File: config.mk
export PLATFORM = sky130hd
export DESIGN_NAME = rf_rx_engine
export DESIGN_NICKNAME = d
export VERILOG_FILES = /design/src/rtl/rf_pkg.sv /design/src/rtl/rf_spi_txn.sv /design/src/rtl/rf_rx_engine.sv
export SDC_FILE = /design/constraint.sdc
export NUM_CORES = 1
export LEC_CHECK = 0
export CAP_MARGIN = 20
export CELL_PAD_IN_SITES_DETAIL_PLACEMENT = 0
export CELL_PAD_IN_SITES_GLOBAL_PLACEMENT = 1
export CORE_UTILIZATION = 37
export DETAILED_ROUTE_END_ITERATION = 10
export GPL_TIMING_DRIVEN = 0
export PLACE_DENSITY = 0.77
export SLEW_MARGIN = 10
export SYNTH_ARGS = -nofsm -noshare
export SYNTH_HDL_FRONTEND = slang
export SYNTH_SLANG_ARGS = --single-unit
File: constraint.sdc
create_clock -name clk -period 2.4 [get_ports clk]
set_input_delay 0.48 -clock clk [delete_from_list [all_inputs] [get_ports clk]]
set_output_delay 0.48 -clock clk [all_outputs]
set_load 0.05 [all_outputs]
File: src/rtl/rf_pkg.sv
// Shared types and register map for the RF receive path: instruction encoding,
// engine/transaction state enums and the transceiver register addresses.
package rf_pkg;

    localparam int RF_ADDR_W = 10;

    localparam logic [RF_ADDR_W-1:0] INTSTAT_ADDR = 10'h031;
    localparam logic [RF_ADDR_W-1:0] BBREG1_ADDR  = 10'h039;
    localparam logic [RF_ADDR_W-1:0] RX_FIFO_BASE = 10'h300;

    // BBREG1 values: bit 2 holds off the transceiver RX path while we drain the FIFO
    localparam logic [7:0] BBREG1_RX_DIS = 8'h04;
    localparam logic [7:0] BBREG1_RX_EN  = 8'h00;

    typedef enum logic [1:0] {
        RF_SHORT_RD = 2'b00,
        RF_SHORT_WR = 2'b01,
        RF_LONG_RD  = 2'b10,
        RF_LONG_WR  = 2'b11
    } rf_inst_t;

    typedef enum logic [2:0] {
        ST_IDLE,
        ST_ISR,
        ST_LEN,
        ST_DATA,
        ST_PUSH,
        ST_GAP,
        ST_BB_DIS,
        ST_BB_EN
    } rx_state_t;

    typedef enum logic [2:0] {
        TX_IDLE,
        TX_SETUP,
        TX_CS,
        TX_BLANK,
        TX_WAIT
    } txn_phase_t;

    function automatic logic [15:0] sat_inc(input logic [15:0] v);
        return (v == 16'hFFFF) ? v : v + 16'd1;
    endfunction

endpackage

File: src/rtl/rf_spi_txn.sv
// One register transaction towards the RF SPI interface: hold address/inst/wdata
// for SETUP_CYC cycles, pulse cs, ignore ready for 3 cycles, then wait for ready.
module rf_spi_txn #(
    parameter int ADDR_W    = 10,
    parameter int SETUP_CYC = 2
) (
    input  logic              clk,
    input  logic              rst,
    input  logic              start,
    input  logic [ADDR_W-1:0] addr,
    input  logic [1:0]        inst,
    input  logic [7:0]        wdata,
    input  logic              ready,
    input  logic [7:0]        rd_data,
    output logic [ADDR_W-1:0] addr_out,
    output logic [7:0]        data_out,
    output logic [1:0]        inst_out,
    output logic              cs_out,
    output logic              done,
    output logic [7:0]        rdata
);
    import rf_pkg::*;

    txn_phase_t        phase_reg, phase_next;
    logic [7:0]        cnt_reg, cnt_next;
    logic              cs_next;
    logic [ADDR_W-1:0] addr_reg;
    logic [7:0]        data_reg;
    logic [1:0]        inst_reg;
    logic              cs_reg;
    logic [7:0]        rdata_reg;

    always_comb begin
        phase_next = phase_reg;
        cnt_next   = cnt_reg;
        cs_next    = 1'b0;
        done       = 1'b0;
        case (phase_reg)
            TX_IDLE: begin
                if (start) begin
                    phase_next = TX_SETUP;
                    cnt_next   = '0;
                end
            end
            TX_SETUP: begin
                if (cnt_reg == 8'(SETUP_CYC - 1)) begin
                    phase_next = TX_CS;
                    cs_next    = 1'b1;
                    cnt_next   = '0;
                end else begin
                    cnt_next = cnt_reg + 8'd1;
                end
            end
            TX_CS: begin
                phase_next = TX_BLANK;
                cnt_next   = '0;
            end
            TX_BLANK: begin
                if (cnt_reg == 8'd2) begin
                    phase_next = TX_WAIT;
                end else begin
                    cnt_next = cnt_reg + 8'd1;
                end
            end
            TX_WAIT: begin
                // A back-to-back start in the completion cycle keeps the byte period tight
                if (ready) begin
                    done       = 1'b1;
                    phase_next = start ? TX_SETUP : TX_IDLE;
                    cnt_next   = '0;
                end
            end
            default: phase_next = TX_IDLE;
        endcase
    end

    always_ff @(posedge clk) begin
        if (rst) begin
            phase_reg <= TX_IDLE;
            cnt_reg   <= '0;
            addr_reg  <= '0;
            data_reg  <= '0;
            inst_reg  <= '0;
            cs_reg    <= 1'b0;
            rdata_reg <= '0;
        end else begin
            phase_reg <= phase_next;
            cnt_reg   <= cnt_next;
            cs_reg    <= cs_next;
            if (start && (phase_reg == TX_IDLE || done)) begin
                addr_reg <= addr;
                data_reg <= wdata;
                inst_reg <= inst;
            end
            if (done) begin
                rdata_reg <= rd_data;
            end
        end
    end

    assign addr_out = addr_reg;
    assign data_out = data_reg;
    assign inst_out = inst_reg;
    assign cs_out   = cs_reg;
    assign rdata    = done ? rd_data : rdata_reg;

endmodule

File: src/rtl/rf_rx_engine.sv
// Interrupt-driven RF receive engine: INTSTAT -> length -> frame bytes streamed out.
// Define RF_RX_BBREG_EN to bracket the FIFO drain with BBREG1 RX disable/enable writes.
module rf_rx_engine #(
    parameter int                ADDR_W       = 10,
    parameter logic [ADDR_W-1:0] RX_BASE      = ADDR_W'(rf_pkg::RX_FIFO_BASE),
    parameter logic [ADDR_W-1:0] INTSTAT_ADDR = ADDR_W'(rf_pkg::INTSTAT_ADDR),
    parameter int                RXIF_BIT     = 3,
    parameter int                MAX_FRAME    = 127,
    parameter int                SETUP_CYC    = 2,
    parameter int                GAP_CYC      = 20
) (
    input  logic              clk,
    input  logic              rst,
    input  logic              rx_en,
    input  logic              intr,
    input  logic              ready,
    input  logic [7:0]        rd_data,
    output logic [ADDR_W-1:0] addr_out,
    output logic [7:0]        data_out,
    output logic [1:0]        inst,
    output logic              cs_out,
    output logic [7:0]        rx_data,
    output logic              rx_valid,
    output logic              rx_last,
    input  logic              rx_ready,
    output logic              busy,
    output logic [15:0]       frame_cnt,
    output logic [15:0]       drop_cnt
);
    import rf_pkg::*;

    rx_state_t         state_reg, state_next;
    logic              intr_reg;
    logic [7:0]        len_reg;
    logic [7:0]        idx_reg;
    logic [15:0]       gap_cnt_reg;
    logic [7:0]        rx_data_reg;
    logic              rx_valid_reg;
    logic              rx_last_reg;
    logic [15:0]       frame_cnt_reg;
    logic [15:0]       drop_cnt_reg;

    logic              txn_start;
    logic [ADDR_W-1:0] txn_addr;
    rf_inst_t          txn_inst;
    logic [7:0]        txn_wdata;
    logic              txn_done;
    logic [7:0]        txn_rdata;

    logic len_ok;
    logic len_load, drop_inc, frame_inc, idx_inc, push_load, pop;

    assign len_ok = (txn_rdata != 8'd0) && (int'(txn_rdata) <= MAX_FRAME);

    always_comb begin
        state_next = state_reg;
        txn_start  = 1'b0;
        txn_addr   = '0;
        txn_inst   = RF_SHORT_RD;
        txn_wdata  = '0;
        len_load   = 1'b0;
        drop_inc   = 1'b0;
        frame_inc  = 1'b0;
        idx_inc    = 1'b0;
        push_load  = 1'b0;
        pop        = 1'b0;
        case (state_reg)
            ST_IDLE: begin
                if (rx_en && !intr_reg) begin
                    state_next = ST_ISR;
                    txn_start  = 1'b1;
                    txn_addr   = INTSTAT_ADDR;
                    txn_inst   = RF_SHORT_RD;
                end
            end
            ST_ISR: begin
                if (txn_done) begin
                    if (txn_rdata[RXIF_BIT]) begin
                        state_next = ST_LEN;
                        txn_start  = 1'b1;
                        txn_addr   = RX_BASE;
                        txn_inst   = RF_LONG_RD;
                    end else begin
                        state_next = ST_IDLE;
                    end
                end
            end
            ST_LEN: begin
                if (txn_done) begin
                    if (len_ok) begin
                        len_load = 1'b1;
`ifdef RF_RX_BBREG_EN
                        state_next = ST_BB_DIS;
                        txn_start  = 1'b1;
                        txn_addr   = ADDR_W'(BBREG1_ADDR);
                        txn_inst   = RF_SHORT_WR;
                        txn_wdata  = BBREG1_RX_DIS;
`else
                        state_next = ST_DATA;
                        txn_start  = 1'b1;
                        txn_addr   = RX_BASE + ADDR_W'(1);
                        txn_inst   = RF_LONG_RD;
`endif
                    end else begin
                        drop_inc = 1'b1;
`ifdef RF_RX_BBREG_EN
                        state_next = ST_BB_EN;
                        txn_start  = 1'b1;
                        txn_addr   = ADDR_W'(BBREG1_ADDR);
                        txn_inst   = RF_SHORT_WR;
                        txn_wdata  = BBREG1_RX_EN;
`else
                        state_next = ST_GAP;
`endif
                    end
                end
            end
            ST_DATA: begin
                if (txn_done) begin
                    push_load  = 1'b1;
                    state_next = ST_PUSH;
                end
            end
            ST_PUSH: begin
                // Next FIFO read is only launched once the held byte is taken
                if (rx_ready) begin
                    pop = 1'b1;
                    if (rx_last_reg) begin
                        frame_inc = 1'b1;
`ifdef RF_RX_BBREG_EN
                        state_next = ST_BB_EN;
                        txn_start  = 1'b1;
                        txn_addr   = ADDR_W'(BBREG1_ADDR);
                        txn_inst   = RF_SHORT_WR;
                        txn_wdata  = BBREG1_RX_EN;
`else
                        state_next = ST_GAP;
`endif
                    end else begin
                        idx_inc    = 1'b1;
                        state_next = ST_DATA;
                        txn_start  = 1'b1;
                        txn_addr   = RX_BASE + ADDR_W'(idx_reg) + ADDR_W'(2);
                        txn_inst   = RF_LONG_RD;
                    end
                end
            end
            ST_GAP: begin
                if (gap_cnt_reg == 16'(GAP_CYC - 1)) begin
                    state_next = ST_IDLE;
                end
            end
`ifdef RF_RX_BBREG_EN
            ST_BB_DIS: begin
                if (txn_done) begin
                    state_next = ST_DATA;
                    txn_start  = 1'b1;
                    txn_addr   = RX_BASE + ADDR_W'(1);
                    txn_inst   = RF_LONG_RD;
                end
            end
            ST_BB_EN: begin
                if (txn_done) begin
                    state_next = ST_GAP;
                end
            end
`endif
            default: state_next = ST_IDLE;
        endcase
    end

    always_ff @(posedge clk) begin
        if (rst) begin
            state_reg     <= ST_IDLE;
            intr_reg      <= 1'b1;
            len_reg       <= '0;
            idx_reg       <= '0;
            gap_cnt_reg   <= '0;
            rx_data_reg   <= '0;
            rx_valid_reg  <= 1'b0;
            rx_last_reg   <= 1'b0;
            frame_cnt_reg <= '0;
            drop_cnt_reg  <= '0;
        end else begin
            state_reg   <= state_next;
            intr_reg    <= intr;
            gap_cnt_reg <= (state_reg == ST_GAP) ? gap_cnt_reg + 16'd1 : 16'd0;
            if (len_load) begin
                len_reg <= txn_rdata;
                idx_reg <= '0;
            end else if (idx_inc) begin
                idx_reg <= idx_reg + 8'd1;
            end
            if (push_load) begin
                rx_data_reg  <= txn_rdata;
                rx_valid_reg <= 1'b1;
                rx_last_reg  <= (idx_reg == len_reg - 8'd1);
            end else if (pop) begin
                rx_valid_reg <= 1'b0;
                rx_last_reg  <= 1'b0;
            end
            if (frame_inc) begin
                frame_cnt_reg <= sat_inc(frame_cnt_reg);
            end
            if (drop_inc) begin
                drop_cnt_reg <= sat_inc(drop_cnt_reg);
            end
        end
    end

    rf_spi_txn #(
        .ADDR_W    (ADDR_W),
        .SETUP_CYC (SETUP_CYC)
    ) u_txn (
        .clk      (clk),
        .rst      (rst),
        .start    (txn_start),
        .addr     (txn_addr),
        .inst     (txn_inst),
        .wdata    (txn_wdata),
        .ready    (ready),
        .rd_data  (rd_data),
        .addr_out (addr_out),
        .data_out (data_out),
        .inst_out (inst),
        .cs_out   (cs_out),
        .done     (txn_done),
        .rdata    (txn_rdata)
    );

    assign rx_data   = rx_data_reg;
    assign rx_valid  = rx_valid_reg;
    assign rx_last   = rx_last_reg;
    assign busy      = (state_reg != ST_IDLE);
    assign frame_cnt = frame_cnt_reg;
    assign drop_cnt  = drop_cnt_reg;

endmodule
==> results of run 1 <==
[stage by stage]
step	hold slack, ns	setup slack, ns	std cells	cell area, um2
after global routing	0.493	-0.0217	893	6580
final	0.464	0.0808	893	6580
after global placement	0.448	-0.815	876	6210
after CTS	0.465	0.0143	893	6540
after floorplan	0.441	0.0847	628	5310
after detailed placement	0.455	-0.852	876	6210
[worst max path at each step]
stage	endpoint	slack (ns)	cells past startpoint
detailed placement	drop_cnt[11]	-0.85	7
CTS	drop_cnt[11]	0.01	7
floorplan	drop_cnt[1]	0.08	6
finish	frame_cnt[15]	0.08	7
global placement	drop_cnt[11]	-0.82	7
global route	drop_cnt[9]	-0.02	7
[cells in the final DEF, fill, tap and decap left out, types with 4 or more instances in the layout]
| cell | n |
|---|---|
| clkbuf_16 | 9 |
| nand2_1 | 47 |
| a211oi_1 | 8 |
| nor2_1 | 70 |
| a311oi_1 | 5 |
| a21oi_1 | 43 |
| dfxtp_1 | 107 |
| o21a_1 | 4 |
| buf_4 | 11 |
| o21ai_0 | 14 |
| or2_2 | 4 |
| xor2_1 | 23 |
| nor4_1 | 15 |
| a31o_2 | 6 |
| mux2i_1 | 11 |
| o22a_1 | 6 |
| nand4_1 | 13 |
| or4_1 | 8 |
| inv_1 | 20 |
| nor2b_1 | 5 |
| or3_1 | 13 |
| nand3_1 | 26 |
| o31ai_1 | 7 |
| ha_1 | 9 |
| conb_1 | 9 |
| dlygate4sd2_1 | 5 |
| and3_1 | 15 |
| clkbuf_1 | 20 |
| xnor2_1 | 24 |
| clkdlybuf4s50_1 | 59 |
| a31oi_1 | 6 |
| a21o_1 | 4 |
| and2_1 | 5 |
| nor3_1 | 12 |
[synth_stat cells (6+ instances only)]
master and instances:
dfxtp_1 108, nor2_1 70, nand2_1 47, a21oi_1 44, nand3_1 26, xnor2_1 24, xor2_1 23, clkbuf_1 22
inv_1 20, nor4_1 17, and3_1 15, o21ai_0 14, nand4_1 13, nor3_1 13, or3_1 13, mux2i_1 11
buf_4 9, ha_1 9, a211oi_1 8, or4_1 8, o31ai_1 7, a31o_2 6, a31oi_1 6, o22a_1 6
[kinds of logic after synthesis]
logic type / share of synthesized area
compound gates: 0.158
other cells: 0.000711
flops: 0.410
fa+ha+maj: 0.0213
mux: 0.0294
xor+xnor: 0.0780
buf+inv: 0.0526
simple gates: 0.250
[where the power goes]
group          leakage [nW]  internal (W)  switching, W  total [W]
Combinational          1.37     0.0000769      0.000171   0.000248
Clock                 0.127      0.000698      0.000683    0.00138
Sequential            0.871       0.00180    0.00000911    0.00181
[tightest hold or removal path: stages (launching register included)]
cell     delay (ns)
dfxtp_1        0.30
nand2_1        0.04
a21oi_1        0.07
[timing repair]
item,in CTS,in global routing
cloned,0,0
gates resized for setup,17,13
pin swaps,2,1
setup endpoints to repair,42,24
buffers inserted,2,0
[per-layer routing]
layer	routed length, um	share of wire	vias up	track usage
li1	-	-	2396	-
met1	6080	0.46	2237	0.235
met2	6210	0.47	115	0.297
met3	689	0.052	15	0.0320
met4	257	0.019	0	0.0810
met5	0	0	-	0
[layout make-up]
type / instances / share of cell area
multi-input combinational: 460 / 0.449
sequential: 108 / 0.329
timing repair buffer: 70 / 0.105
clock buffer: 9 / 0.0342
tap: 180 / 0.0342
buffer: 38 / 0.0300
inverter: 22 / 0.0125
clock inverter: 6 / 0.00646
==> metrics.txt, run 1 <==
status=completed; EDFF count, synth=0; area grow syn2layout=24.7%; Critical Path Sink Type=flip-flop; Filler cells=1378; Least-Margin Pin Slew=0.699 ns; Worst Setup SP=rx_ready; total power=~0.0034 W; CP Cell Sequence=clkdlybuf4s50_1 -> nor4bb_1 -> buf_2 -> nand2_1 -> a211o_4 -> or4_1 -> a21oi_1; Worst path max stage delay=0.51 ns; startpoint class of the critical path=primary input; post-synth top area share=0.410; DIE WIDTH=121 um; area leader, netlist=dfxtp_1; synth warn=0; GRT overflow=0; fin crit share=0.966; WL per Instance=14.8 um; R2R depth=7; Vias/cell=approximately 5.3; Final Net Count=732; drt pass-1 iters=4; post-layout util=0.474; syn avg cell area=8.51 um2; footprint of the multi-input gates=0.00295 mm2; CP max-delay cell=clkdlybuf4s50_1; register area=0.00216 mm2; pwr/cell area=523 mW/mm2; Hold Path Stages=2; GRT Overall Usage=0.183; CP Class=in2reg; CTS Buf Count=9; ys async rst share=0; Initial Utilization=0.380; htree depth=3; initial antenna violation count=0; Hold Startpoint=u_txn.rdata_reg[5]; final hold viol count=0; hold bufs inserted after CTS=0; sequential fraction of the synthesis area=0.410; RR Endpoint=frame_cnt[15]; vias in the first global route=4402; CP Data Required Time=2.68 ns; clk_lat worst skew=about 0.36 ns; input/output buffers=68; Die H=~120 um; Layout Skew=0.0102 ns; Clock Tree Root=clkbuf_16; synth unique cells=64; Hold EP=u_txn.rdata_reg[5]; Top Ports=78; post-DP HPWL=9.66 mm; Max VDD drop=0.362 mV; Post-Synthesis Cell Area=0.00528 mm2; critical path peak fanout=9; full die area=approximately 0.015 mm2; antenna-violating nets left=0; vias=~4800; Critical R2R Launch=frame_cnt[0]; # setup viols final=0; initial DRC count=340; Synth area leaders=dfxtp_1 41%, nor2_1 5.0%, a21oi_1 4.2%, xnor2_1 4.0%, xor2_1 3.8%; Gate Count Post-Synth=620; CTS Sinks=108; number of remaining DRC errors=0; Inserted Diodes=0; routed wire length=13.2 mm; layout cells sized above 1=0.0827; flop2flop setup slack=0.14 ns; Setup TNS Final=0 ns; count of pins over their slew limit=0; clock slew at reported path FFs=0.07 ns; Primary FF master, synth=dfxtp_1; fin crit period=~2.3 ns; FF+latch count, synth=108; largest net degree at the start of global routing=18; crit-path leading delay family=simple AND/OR/NAND/NOR gates; max-cap viol count=0; worst path arrival time=2.60 ns; Min-Delay Path Class=reg2reg; num rows=43; Routability Congestion=0.804; core footprint=about 0.014 mm2; WP buf/inv=2; max frequency=431 MHz; Pleak=2.37 nW; relative slew slack=0.534; CTS tree=done; clock tree buffer depth=2; first-pass GRT wire length=21.1 mm
No activity file was read; power rests on OpenSTA's default activity.
==> run 2, diff against run 1 <==
ABC_AREA = 1   (was not set)
CORE_UTILIZATION = 36   (was 37)
PLACE_DENSITY = 0.78   (was 0.77)
==> metrics.txt, run 2 <==
Worst Setup SP=rx_ready; WL per Instance=12.7 um; most frequent cells in the layout=135 x nand2_1, 120 x inv_1, 113 x nor2_1, 107 x dfxtp_1, 65 x clkdlybuf4s50_1; Setup WS post-layout=~0.24 ns; RR Endpoint=frame_cnt[14]; Inserted Diodes=0; RSZ-0062 raised after global routing=false; setup slack at placement=-0.290 ns; post-synth top area share=0.392; WP buf/inv=1; # setup viols final=0; pwr/cell area=about 640 mW/mm2; area leader, netlist=dfxtp_1; CP Data Required Time=2.66 ns; synth unique cells=42; crit-path leading delay family=simple AND/OR/NAND/NOR gates; status=completed; Layout Skew=approximately 0.0073 ns; clock tree buffer depth=2; Die H=126 um; placed cell area=0.00649 mm2; Initial Utilization=0.367; Levels on crit path=9; initial antenna violation count=0; core footprint=0.0151 mm2; layout cells sized above 1=0.0684; CP endpoint=frame_cnt[14]; Worst path max stage delay=0.55 ns; Hold Slack=0.441 ns; Non-Filler Instances=approximately 1100; Filler cells=1601; Min-Delay Path Class=reg2reg; ys async rst share=0; CP Class=in2reg; commonest non-fill, non-tap cell in the layout=nand2_1; final hold viol count=0; met3 usage=0.0272; fin crit share=0.901; clock slew at reported path FFs=approximately 0.08 ns; Top Ports=78; DIE WIDTH=126 um; sequential fraction of the synthesis area=0.392; FF+latch count, synth=109; vias=5125; full die area=0.0159 mm2; post-DP HPWL=10.3 mm; Post-Synthesis Cell Area=0.00556 mm2; Routability Congestion=about 0.84; Gate Count Post-Synth=797; Final Instance Area=0.00684 mm2; Pleak=about 2.7 nW; max frequency=~460 MHz; Final Net Count=between 900 and 1000; flop2flop setup slack=0.25 ns; Vias/cell=4.75; vias in the first global route=4685; fin crit period=2.16 ns; number of remaining DRC errors=0; critical path peak fanout=10; R2R depth=11; register area=approximately 0.0022 mm2; CTS Buf Count=9; footprint of the multi-input gates=0.00281 mm2; Synth area leaders=dfxtp_1 39%, nand2_1 9.2%, inv_1 8.1%, nor2_1 7.8%, a21oi_1 4.8%; drt pass-1 iters=5; GRT Overall Usage=0.183; max-cap viol count=0; Critical Path Sink Type=flip-flop; Primary FF master, synth=dfxtp_1; startpoint class of the critical path=primary input; num rows=45; GRT met1 Usage=0.254; htree depth=3; Clock Tree Root=clkbuf_16; Max VDD drop=between 0.3 and 0.4 mV; synth warn=0; CP Cell Sequence=clkdlybuf4s50_1 -> nand2_1 -> nor2_1 -> nand2_2 -> nor2_1 -> nand2_1 -> or3_1 -> o21ai_0 -> a21oi_1; placed insts=1059; Least-Margin Pin Slew=0.668 ns; relative slew slack=0.555; CTS tree=done; initial DRC count=245; GRT overflow=0; clk_lat worst skew=0.36 ns; worst path arrival time=~2.4 ns; first-pass GRT wire length=23.2 mm; antenna-violating nets left=0; CTS Sinks=109; CP max-delay cell=clkdlybuf4s50_1; grt peak-use layer=met2; Post-synth top cells=136 x nand2_1, 120 x inv_1, 115 x nor2_1, 109 x dfxtp_1, 53 x a21oi_1; met2 Usage GRT=0.285; syn avg cell area=6.98 um2; area grow syn2layout=23.0%; EDFF count, synth=0; largest net degree at the start of global routing=20; count of pins over their slew limit=0; Critical R2R Launch=state_reg[0]; count leader, synth=nand2_1; routed wire length=13.7 mm; input/output buffers=between 60 and 70
[run 2: cell types whose count changed in the layout (fill, tap and decap cells not counted), moves of 13 or more]
cell | before | now
inv_1 | 20 | 120
nand2_1 | 47 | 135
nor2_1 | 70 | 113
o21ai_0 | 14 | 45
nor3_1 | 12 | 40
and3_1 | 15 | 1
xnor2_1 | 24 | 11
[run 2: metal layers]
| metal | vias up | routed length [um] |
|---|---|---|
| met2 | 74 | 6080 |
| li1 | 2755 | - |
| met4 | 0 | 195 |
| met1 | 2285 | 6960 |
| met5 | - | 0 |
| met3 | 11 | 436 |
[run 2: how the worst min path moves through the flow]
stage	from	to	slack, ns	depth (start not counted)
floorplan	gap_cnt_reg[0]	gap_cnt_reg[0]	0.42	1
detailed placement	len_reg[7]	len_reg[7]	0.43	2
CTS	len_reg[7]	len_reg[7]	0.44	2
finish	len_reg[7]	len_reg[7]	0.44	2
global route	gap_cnt_reg[0]	gap_cnt_reg[0]	0.47	1
global placement	len_reg[7]	len_reg[7]	0.43	2
[run 2: worst min-delay path, delay by kind of cell, from the launching register on]
family | cells | cell delay (ns)
DFF | 1 | 0.32
buffers and inverters | 1 | 0.05
and+or+nand+nor | 1 | 0.03
[run 2: where the power goes]
group | total, W | internal (W) | switching, W
logic | 0.000925 | 0.000329 | 0.000596
clock network | 0.00146 | 0.000724 | 0.000734
registers | 0.00199 | 0.00190 | 0.0000879
total | 0.00437 | 0.00296 | 0.00142
[run 2: layout make-up]
| cell class | instances | area share |
|---|---|---|
| buffer | 28 | 0.0238 |
| timing repair buffer | 71 | 0.102 |
| sequential | 109 | 0.320 |
| inverter | 122 | 0.0677 |
| clock buffer | 10 | 0.0335 |
| multi-input combinational | 546 | 0.411 |
| clock inverter | 6 | 0.00787 |
| tap | 188 | 0.0344 |
[run 2: logic make-up (layout without fill, tap and decap cells)]
family / after synthesis / in the layout / synth area share
compound gates: 120 / 120 / 0.116
mux: 1 / 1 / 0.00405
flops: 109 / 109 / 0.392
simple gates: 377 / 377 / 0.307
buf+inv: 150 / 237 / 0.112
xor+xnor: 30 / 30 / 0.0473
other cells: 1 / 9 / 0.000674
fa+ha+maj: 9 / 9 / 0.0203
[run 2: timing repair]
action | 4_1_cts | 5_1_grt
hold buffers | 0 | 0
setup endpoints to repair | 1 | 39
buffers inserted | 0 | 5
resized for setup | 1 | 11
pin swaps | 0 | 1
[run 2: stage by stage]
stage               total power [W]  setup TNS (ns)  utilization
detailed placement          0.00293           -4.18        0.428
finish                      0.00437               0        0.451
floorplan                   0.00272               0            -
global route                0.00464               0        0.451
CTS                         0.00440               0        0.447
global placement            0.00293           -4.11        0.428
